## config.mk

```make
export PLATFORM = sky130hd
export DESIGN_NAME = mem_stage_flat
export DESIGN_NICKNAME = d
export VERILOG_FILES = /design/src/rtl/dmem_if.sv /design/src/rtl/mem_stage.sv /design/src/flat_wrapper.sv
export SDC_FILE = /design/constraint.sdc
export NUM_CORES = 1
export LEC_CHECK = 0
export ABC_CLOCK_PERIOD_IN_PS = 4700
export BUFFER_PORTS_ARGS = -buffer_cell sky130_fd_sc_hd__buf_2
export CAP_MARGIN = 15
export CORE_AREA = 8 8 182 184
export CTS_BUF_LIST = sky130_fd_sc_hd__clkbuf_8
export DETAILED_ROUTE_END_ITERATION = 10
export DIE_AREA = 0 0 190 192
export HOLD_SLACK_MARGIN = 0.02
export PLACE_DENSITY_LB_ADDON = 0.1
export SYNTH_ARGS = -nofsm -noshare
export SYNTH_HDL_FRONTEND = slang
export SYNTH_SLANG_ARGS = --single-unit
```

## constraint.sdc

```tcl
create_clock -name clk -period 4.7 [get_ports clk]
set_clock_uncertainty 0.1 [all_clocks]
set_input_delay 0.235 -clock clk [delete_from_list [all_inputs] [get_ports clk]]
set_output_delay 0.235 -clock clk [all_outputs]
set_load 0.01 [all_outputs]
```

## src/rtl/dmem_if.sv

```systemverilog
// Request/acknowledge bus between the memory stage and a variable-latency data memory.
// The memory stage drives it through the master modport; the memory side uses the slave modport.
interface dmem_if;
  logic        req;
  logic        we;
  logic [63:0] addr;
  logic [63:0] wdata;
  logic [63:0] rdata;
  logic        ack;
  logic        err;

  modport master (output req, we, addr, wdata, input rdata, ack, err);
  modport slave  (input req, we, addr, wdata, output rdata, ack, err);
endinterface

```

## src/rtl/mem_stage.sv

```systemverilog
// Y86-64 memory stage: performs the quadword access for the instruction in M over the dmem bus.
// While the access is outstanding it asserts o_m_stall, and it reports the result to W.
module mem_stage #(
  parameter int unsigned MEM_BYTES = 8192,
  parameter int unsigned TIMEOUT   = 16
) (
  input  logic        clk,
  input  logic        rst_n,
  input  logic [1:0]  i_M_stat,
  input  logic [3:0]  i_M_icode,
  input  logic [63:0] i_M_valE,
  input  logic [63:0] i_M_valA,
  input  logic [3:0]  i_M_dstE,
  input  logic [3:0]  i_M_dstM,
  dmem_if.master      dmem,
  output logic        o_m_stall,
  output logic [1:0]  o_m_stat,
  output logic [3:0]  o_m_icode,
  output logic [63:0] o_m_valE,
  output logic [63:0] o_m_valM,
  output logic [3:0]  o_m_dstE,
  output logic [3:0]  o_m_dstM
);
  typedef enum logic [1:0] {S_IDLE, S_BUSY, S_DONE} state_t;

  localparam int          CW       = $clog2(TIMEOUT + 1);
  localparam logic [63:0] MAX_ADDR = 64'(MEM_BYTES) - 64'd8;
  localparam logic [1:0]  STAT_AOK = 2'd0;
  localparam logic [1:0]  STAT_ADR = 2'd2;

  state_t        r_state;
  logic [CW-1:0] r_cnt;
  logic          r_req;
  logic          r_we;
  logic [63:0]   r_addr;
  logic [63:0]   r_wdata;
  logic [63:0]   r_valM;
  logic          r_err;

  logic          w_rd;
  logic          w_wr;
  logic [63:0]   w_addr;
  logic          w_in_range;
  logic          w_aok;
  logic          w_memop;

  // Classify the instruction and pick the address source.
  always_comb begin
    w_rd   = 1'b0;
    w_wr   = 1'b0;
    w_addr = i_M_valE;
    case (i_M_icode)
      4'h5:    w_rd = 1'b1;
      4'hB: begin
        w_rd   = 1'b1;
        w_addr = i_M_valA;
      end
      4'h9: begin
        w_rd   = 1'b1;
        w_addr = i_M_valA;
      end
      4'h4:    w_wr = 1'b1;
      4'hA:    w_wr = 1'b1;
      4'h8:    w_wr = 1'b1;
      default: begin
        w_rd = 1'b0;
        w_wr = 1'b0;
      end
    endcase
  end

  // Comparing against MEM_BYTES-8 avoids the wrap that addr+8 would have near 2^64.
  assign w_in_range = (w_addr <= MAX_ADDR);
  assign w_aok      = (i_M_stat == STAT_AOK);
  assign w_memop    = (w_rd | w_wr) & w_aok & w_in_range;

  // Access sequencer: issues the request, waits for ack or timeout, holds the result for one cycle.
  always_ff @(posedge clk or negedge rst_n) begin
    if (!rst_n) begin
      r_state <= S_IDLE;
      r_cnt   <= '0;
      r_req   <= 1'b0;
      r_we    <= 1'b0;
      r_addr  <= 64'd0;
      r_wdata <= 64'd0;
      r_valM  <= 64'd0;
      r_err   <= 1'b0;
    end else begin
      case (r_state)
        S_IDLE: begin
          if (w_memop) begin
            r_state <= S_BUSY;
            r_req   <= 1'b1;
            r_we    <= w_wr;
            r_addr  <= w_addr;
            r_wdata <= i_M_valA;
            r_cnt   <= CW'(1);
            r_valM  <= 64'd0;
            r_err   <= 1'b0;
          end
        end
        S_BUSY: begin
          // An ack arriving in the timeout cycle still completes the access normally.
          if (dmem.ack) begin
            r_state <= S_DONE;
            r_req   <= 1'b0;
            r_valM  <= r_we ? 64'd0 : dmem.rdata;
            r_err   <= dmem.err;
          end else if (r_cnt == CW'(TIMEOUT)) begin
            r_state <= S_DONE;
            r_req   <= 1'b0;
            r_valM  <= 64'd0;
            r_err   <= 1'b1;
          end else begin
            r_cnt <= r_cnt + CW'(1);
          end
        end
        S_DONE: begin
          r_state <= S_IDLE;
          r_cnt   <= '0;
        end
        default: begin
          r_state <= S_IDLE;
          r_req   <= 1'b0;
          r_cnt   <= '0;
        end
      endcase
    end
  end

  assign dmem.req   = r_req;
  assign dmem.we    = r_we;
  assign dmem.addr  = r_addr;
  assign dmem.wdata = r_wdata;

  assign o_m_icode = i_M_icode;
  assign o_m_valE  = i_M_valE;
  assign o_m_dstE  = i_M_dstE;
  assign o_m_dstM  = i_M_dstM;

  // Stage status, loaded value and stall towards pipeline control and W.
  always_comb begin
    o_m_stall = 1'b0;
    o_m_stat  = i_M_stat;
    o_m_valM  = 64'd0;
    case (r_state)
      S_IDLE: begin
        if (w_memop) begin
          o_m_stall = 1'b1;
        end else if ((w_rd | w_wr) & w_aok) begin
          o_m_stat = STAT_ADR;
        end else begin
          o_m_stat = i_M_stat;
        end
      end
      S_BUSY: o_m_stall = 1'b1;
      S_DONE: begin
        o_m_valM = r_valM;
        o_m_stat = r_err ? STAT_ADR : STAT_AOK;
      end
      default: o_m_stall = 1'b0;
    endcase
    if (!rst_n) begin
      o_m_stall = 1'b0;
    end else begin
      o_m_stall = o_m_stall;
    end
  end
endmodule

```

## src/flat_wrapper.sv

```systemverilog
// flat-port wrapper written by rule: the top's interface ports become plain ports
module mem_stage_flat 
#(
  parameter int unsigned MEM_BYTES = 8192,
  parameter int unsigned TIMEOUT   = 16
)
  (clk, rst_n, i_M_stat, i_M_icode, i_M_valE, i_M_valA, i_M_dstE, i_M_dstM, o_m_stall, o_m_stat, o_m_icode, o_m_valE, o_m_valM, o_m_dstE, o_m_dstM, dmem_req, dmem_we, dmem_addr, dmem_wdata, dmem_rdata, dmem_ack, dmem_err);
  dmem_if dmem_i ();
  input  logic clk;
  input  logic rst_n;
  input  logic [1:0] i_M_stat;
  input  logic [3:0] i_M_icode;
  input  logic [63:0] i_M_valE;
  input  logic [63:0] i_M_valA;
  input  logic [3:0] i_M_dstE;
  input  logic [3:0] i_M_dstM;
  output logic o_m_stall;
  output logic [1:0] o_m_stat;
  output logic [3:0] o_m_icode;
  output logic [63:0] o_m_valE;
  output logic [63:0] o_m_valM;
  output logic [3:0] o_m_dstE;
  output logic [3:0] o_m_dstM;
  output wire logic [$bits(dmem_i.req)-1:0] dmem_req;
  output wire logic [$bits(dmem_i.we)-1:0] dmem_we;
  output wire logic [$bits(dmem_i.addr)-1:0] dmem_addr;
  output wire logic [$bits(dmem_i.wdata)-1:0] dmem_wdata;
  input wire logic [$bits(dmem_i.rdata)-1:0] dmem_rdata;
  input wire logic [$bits(dmem_i.ack)-1:0] dmem_ack;
  input wire logic [$bits(dmem_i.err)-1:0] dmem_err;
  assign dmem_req = dmem_i.req;
  assign dmem_we = dmem_i.we;
  assign dmem_addr = dmem_i.addr;
  assign dmem_wdata = dmem_i.wdata;
  assign dmem_i.rdata = dmem_rdata;
  assign dmem_i.ack = dmem_ack;
  assign dmem_i.err = dmem_err;
  mem_stage #(.MEM_BYTES(MEM_BYTES), .TIMEOUT(TIMEOUT)) u_core (.clk(clk), .rst_n(rst_n), .i_M_stat(i_M_stat), .i_M_icode(i_M_icode), .i_M_valE(i_M_valE), .i_M_valA(i_M_valA), .i_M_dstE(i_M_dstE), .i_M_dstM(i_M_dstM), .dmem(dmem_i), .o_m_stall(o_m_stall), .o_m_stat(o_m_stat), .o_m_icode(o_m_icode), .o_m_valE(o_m_valE), .o_m_valM(o_m_valM), .o_m_dstE(o_m_dstE), .o_m_dstM(o_m_dstM));
endmodule
```

* Word-level counts from Yosys, hierarchy flattened
Index checks and enable logic that the tools add are counted.
** Word-level totals
- Word-level logic and storage cells :: 70
- Bits in registers :: 202
** Cells by class
- Reduce and logical (&&, ||, !) cells :: 11
- Bitwise logic cells :: 4
- Multiplexer cells :: 32
- Equal/unequal tests :: 13
- $lt $le $gt $ge :: 1
- Add/subtract/negate cells :: 1
** Operators with widths (count)
- 2-to-1 mux 64 bit :: 6
- one-hot mux 64 bit (2 select lines) :: 1
- less-or-equal comparator 64 x 13 -> 1 bit (second input constant) :: 1
- == test 4 bit (second input constant) :: 4
- 2-to-1 mux 5 bit :: 3
- 2-to-1 mux 2 bit :: 6
- 2-to-1 mux 1 bit :: 10
- one-hot mux 5 bit (2 select lines) :: 1
- AND reduction 3 bit :: 3
- == test 4 x 3 -> 1 bit (second input constant) :: 2
- one-hot mux 2 bit (2 select lines) :: 2
- OR reduction 3 bit :: 2
- adder 5 x 1 -> 5 bit (second input constant) :: 1
- == test 5 bit (second input constant) :: 1
- logical NOT 2 bit :: 2
- != test 2 bit (second input constant) :: 2
- one-hot mux 1 bit (2 select lines) :: 2
- AND reduction 2 bit :: 2
- != test 3 x 2 -> 1 bit (second input constant) :: 1
- one-hot mux 1 bit (3 select lines) :: 1
- bitwise AND 1 bit :: 2
- == test 2 x 1 -> 1 bit (second input constant) :: 1
- == test 2 bit (second input constant) :: 1
- != test 2 x 1 -> 1 bit (second input constant) :: 1
- other kinds (4) :: 4

* Logic depth before layout (Yosys ltp)
- Depth in word-level cells :: 9
- Gate-level depth with buffers :: 9

* Least setup slack after synthesis
OpenSTA, ideal clock, no wires.
- Kind :: input-to-reg
- From :: input port i_M_icode[2]
- To :: register u_core.r_addr[10] (netlist: u_core.dmem.addr[10])
- Path buffers :: 2
- Library setup time :: 0.128 ns
- Setup slack :: 2.485 ns
- Stages on the path :: 8
- Arrival time :: 1.987 ns
- Required time :: 4.472 ns
- Cell sequence :: nand3b_4 or4_1 nor3_2 a32oi_1 nor3_2 buf_4 buf_4 mux2_1
** Between the ends
- Word-level cells in the longest chain between the ends :: 7
- Elaborated cells between the ends (all ways) :: 17
** Ends and longest elaborated chain
- start, declared :: RTL line flat_wrapper.sv:12 : input logic [3:0] i_M_icode;
- branches (longest 7 deep; another with less-or-equal comparator 64 x 13 -> 1 bit)
- end signal, assigned :: RTL line mem_stage.sv:95 : r_addr <= w_addr;
- end, declared :: RTL line mem_stage.sv:35 : logic [63:0] r_addr;
Parallel ways; which one is timed is not known.
A chain may end at the register's enable or synchronous reset.

* Final worst setup path
- From :: register u_core.r_state[1]
- To :: output port o_m_valM[43]
** Between the ends
- Word-level cells in the longest chain between the ends :: 2
** Ends and longest elaborated chain
- start, declared :: RTL line mem_stage.sv:31 : state_t r_state;
- start signal, assigned :: RTL line mem_stage.sv:80 : r_state <= S_IDLE;
- start signal, assigned :: RTL line mem_stage.sv:92 : r_state <= S_BUSY;
- start signal, assigned :: RTL line mem_stage.sv:105 : r_state <= S_DONE;
- == test 2 bit :: RTL line mem_stage.sv:146 : case (r_state)
- 2-to-1 mux 64 bit :: RTL line mem_stage.sv:146
- end, declared :: RTL line flat_wrapper.sv:21 : output logic [63:0] o_m_valM;
Every way passes these cells.

==> flow_metrics.env <==
export IMPL_min_to="u_core.dmem.we$_DFFE_PN0P_"
export IMPL_initial_core_util_pct=29.1
export IMPL_grt_usage_pct=18.3
export IMPL_max_stage_delay_ns=0.79
export IMPL_cts_tree="done"
export IMPL_grt_pass1_vias=8302
export IMPL_clock_sinks=202
export IMPL_via_per_inst=4.52
export IMPL_die_x_um=190
export IMPL_grt_overflow=0
export IMPL_portBuffers=466
export IMPL_synth_area_sq_um=8770
export IMPL_ys_warn_count=0
export IMPL_hp_class="in -> reg"
export IMPL_clk_pin_slew_worst_paths_ns=0.06
export IMPL_antenna_found_initial=3
export IMPL_placementRows=64
export IMPL_final_setup_tns_ns=0
export IMPL_reg2regPathDepth=9
export IMPL_ys_seq_elements=202
export IMPL_numCtsBuffers=38
export IMPL_setup_viol=0
export IMPL_rr_endpoint="u_core.r_err$_DFFE_PN0P_"
export IMPL_worstPathMaxFanout=49
export IMPL_dieArea_sq_um=36500
export IMPL_synth_avg_cell_area_sq_um=12.6
export IMPL_rsz0062_at_grt="no"
export IMPL_slew_headroom_pct=35.6
export IMPL_die_h_um=192
export IMPL_clk_latency_ns=0.51
export IMPL_critPathTopFamily="simple AND/OR/NAND/NOR gates"
export IMPL_synth_top_area_share_pct=57.6
export IMPL_grt_max_degree=80
export IMPL_fin_crit_sh_pct=68.0
export IMPL_drtAntennaViolNets=0
export IMPL_min_path_cells=3
export IMPL_critical_path_slowest_cell="nor2_4"
export IMPL_synth_net_count=911
export IMPL_required_ns=4.37
export IMPL_wire_per_inst_um=20.8
export IMPL_vdd_drop_max_mv=0.154
export IMPL_end_kind="output port"
export IMPL_critPathKind="reg -> out"
export IMPL_grt_first_pass_wirelength_mm=51.5
export IMPL_yosysTopAreaCell="dfrtp_1"
export IMPL_worst_slew_pin_slew_ns=0.964
export IMPL_gp_congestion=0.915
export IMPL_drc_errors=0
export IMPL_netlist_instances=699
export IMPL_fmax_mhz=313
export IMPL_synthTopCellsByArea="dfrtp_1, buf_4, mux2_2, a22o_1, and2_1"
export IMPL_hpwl_mm=25.3
export IMPL_htreeDepth=2
export IMPL_drive_above_1_share_pct=46.1
export IMPL_worstPathArrival_ns=2.86
export IMPL_worstSetupStartpointType="register"
export IMPL_route_vias_total=7526
export IMPL_drt_iter0_markers=302
export IMPL_root_buffer="clkbuf_8"
export IMPL_holdWs_ns=0.106
export IMPL_hp_start="i_M_icode[0]"
export IMPL_finalCriticalPeriod_ns=3.19
export IMPL_num_io_pins=483
export IMPL_p_leak_nw=7.39
export IMPL_rr_startpoint="u_core.r_cnt[0]$_DFFE_PN0P_"
export IMPL_drtPass1Iterations=6
export IMPL_cap_violations=0
export IMPL_r2r_setup_slack_ns=2.00
export IMPL_syn_to_final_growth_pct=50.2
export IMPL_power_density_nw_per_um2=288
export IMPL_post_cts_setup_buffers=0
export IMPL_status="finished, final reports clean"
export IMPL_yosysSeqAreaShare_pct=57.6
export IMPL_nets=1455
export IMPL_hold_viol=0
export IMPL_synthDistinctLibCells=40
export IMPL_slew_viol_final=0
export IMPL_clockBufferDepth=3
export IMPL_design_core_area_sq_um=30200
export IMPL_crit_chain="inv_1 -> nor2_4 -> buf_4 -> and2_1 -> buf_2"
export IMPL_wirelength_mm=34.7
export IMPL_path_buf_inv=3
[logic make-up after synthesis]
logic type                 Yosys count  share of synthesized area (%)
xor gates and xnor gates             2                          0.200
adders and majority gates            2                          0.285
and+or+nand+nor                    193                           13.4
DFF                                202                           57.6
buffers and inverters              121                           8.77
AOI/OAI and AO/OA                   90                           8.33
muxes                               89                           11.4
[sequential cells by signal, indices dropped and copies added, names as in the netlist]
signal	count
u_core.r_valM	64
u_core.r_err	1
u_core.r_cnt	5
u_core.r_state	2
u_core.dmem.we	1
u_core.dmem.req	1
u_core.dmem.wdata	64
u_core.dmem.addr	64
[cell type report]
cell class	count	area, sq um
Clock buffer	48	661
Timing Repair Buffer	618	3860
Fill cell	2948	17000
Clock inverter	18	103
Antenna cell	1	2.50
Inverter	7	26.3
Multi-Input combinational cell	376	2980
Tap cell	396	495
Sequential cell	202	5050
[how the worst max path moves through the flow]
stage                             startpoint                                 to  slack [ns]  cells past startpoint
3_3_place_gp                    i_M_icode[3]  u_core.dmem.wdata[14]$_DFFE_PN0P_        1.27                      8
3_5_place_dp                    i_M_icode[3]  u_core.dmem.wdata[42]$_DFFE_PN0P_        1.25                      8
4_1_cts        u_core.r_state[1]$_DFFE_PN0P_                        o_m_valM[0]        1.33                      5
2_1_floorplan                   i_M_icode[2]   u_core.dmem.addr[10]$_DFFE_PN0P_        2.49                      8
5_1_grt        u_core.r_state[1]$_DFFE_PN0P_                       o_m_valM[61]        1.22                      5
6_report       u_core.r_state[1]$_DFFE_PN0P_                       o_m_valM[43]        1.51                      5
[repair_timing]
item                       in CTS  in global routing
resized for setup               0                  0
hold endpoints to repair      216                  0
setup endpoints to repair       0                  0
hold buffers                  145                  0
[report_power, final]
| group | switching, W | internal [W] | leakage, nW |
|---|---|---|---|
| combinational | 0.000157 | 0.000174 | 4.14 |
| clock | 0.000748 | 0.000970 | 0.439 |
| sequential | 0.00000000000000000176 | 0.00174 | 2.81 |
| total | 0.000905 | 0.00288 | 7.39 |
[worst register-to-register path, delay by kind of cell (launching register included)]
family                     cells  cell delay (ns)
AOI/OAI and AO/OA              2             0.23
buffers and inverters          2             0.70
DFF                            1             0.40
adders and majority gates      1             0.15
and+or+nand+nor                4             1.02
[Yosys cell counts, drive strengths merged]
library cell / number
dfrtp: 202
buf: 91
mux2: 86
a22o: 64
and2: 64
nor2b: 53
nor4: 27
clkbuf: 23
a21oi: 13
nor2: 11
nand2: 10
nand4: 9
inv: 7
nor3: 6
mux2i: 3
nand3b: 3
o21ai: 3
ha: 2
nand3: 2
nor3b: 2
o211a: 2
o31ai: 2
or3: 2
xnor2: 2
a21o: 1
a222oi: 1
a32o: 1
a32oi: 1
and3: 1
nand2b: 1
nor4b: 1
o211ai: 1
o21a: 1
or4: 1
[cell usage in the layout, fill, tap and decap left out, types with 3 or more instances in the layout]
cell	Yosys	routed
and2_1	64	64
mux2_2	52	52
clkbuf_8	0	49
buf_2	9	465
inv_1	7	19
o21ai_0	3	3
mux2i_1	3	3
mux2_1	34	34
nor4_1	27	27
nor3_1	4	4
a21oi_1	12	12
buf_4	81	6
dfrtp_1	202	202
nand4_1	9	9
a22o_1	64	64
clkinv_2	0	4
dlygate4sd3_1	0	145
nor2b_1	53	53
nor2_1	11	10
nand2_1	10	10
[through the flow]
stage	cell area (sq um)	cells	util, %	total power (W)	setup WS [ns]
final	13200	1666	43.6	0.00379	1.51
after global routing	13200	1666	43.6	0.00398	1.22
after CTS	13200	1665	43.6	0.00388	1.33
after detailed placement	11000	1454	36.3	0.00201	1.25
after global placement	11000	1454	36.3	0.00201	1.27
after floorplan	8770	699	-	0.00186	2.49
[per-layer routing]
metal  wire length, um  GRT usage, %  vias up  part of all wire (%)
met1             13000          20.3     3643                    37
met5                11             0        -                 0.032
li1                  -             -     3462                     -
met2             17500          31.7      352                    50
met4              1170          7.13        2                   3.4
met3              3090          6.30       67                   8.9
Power figures use the tool's default switching activity.
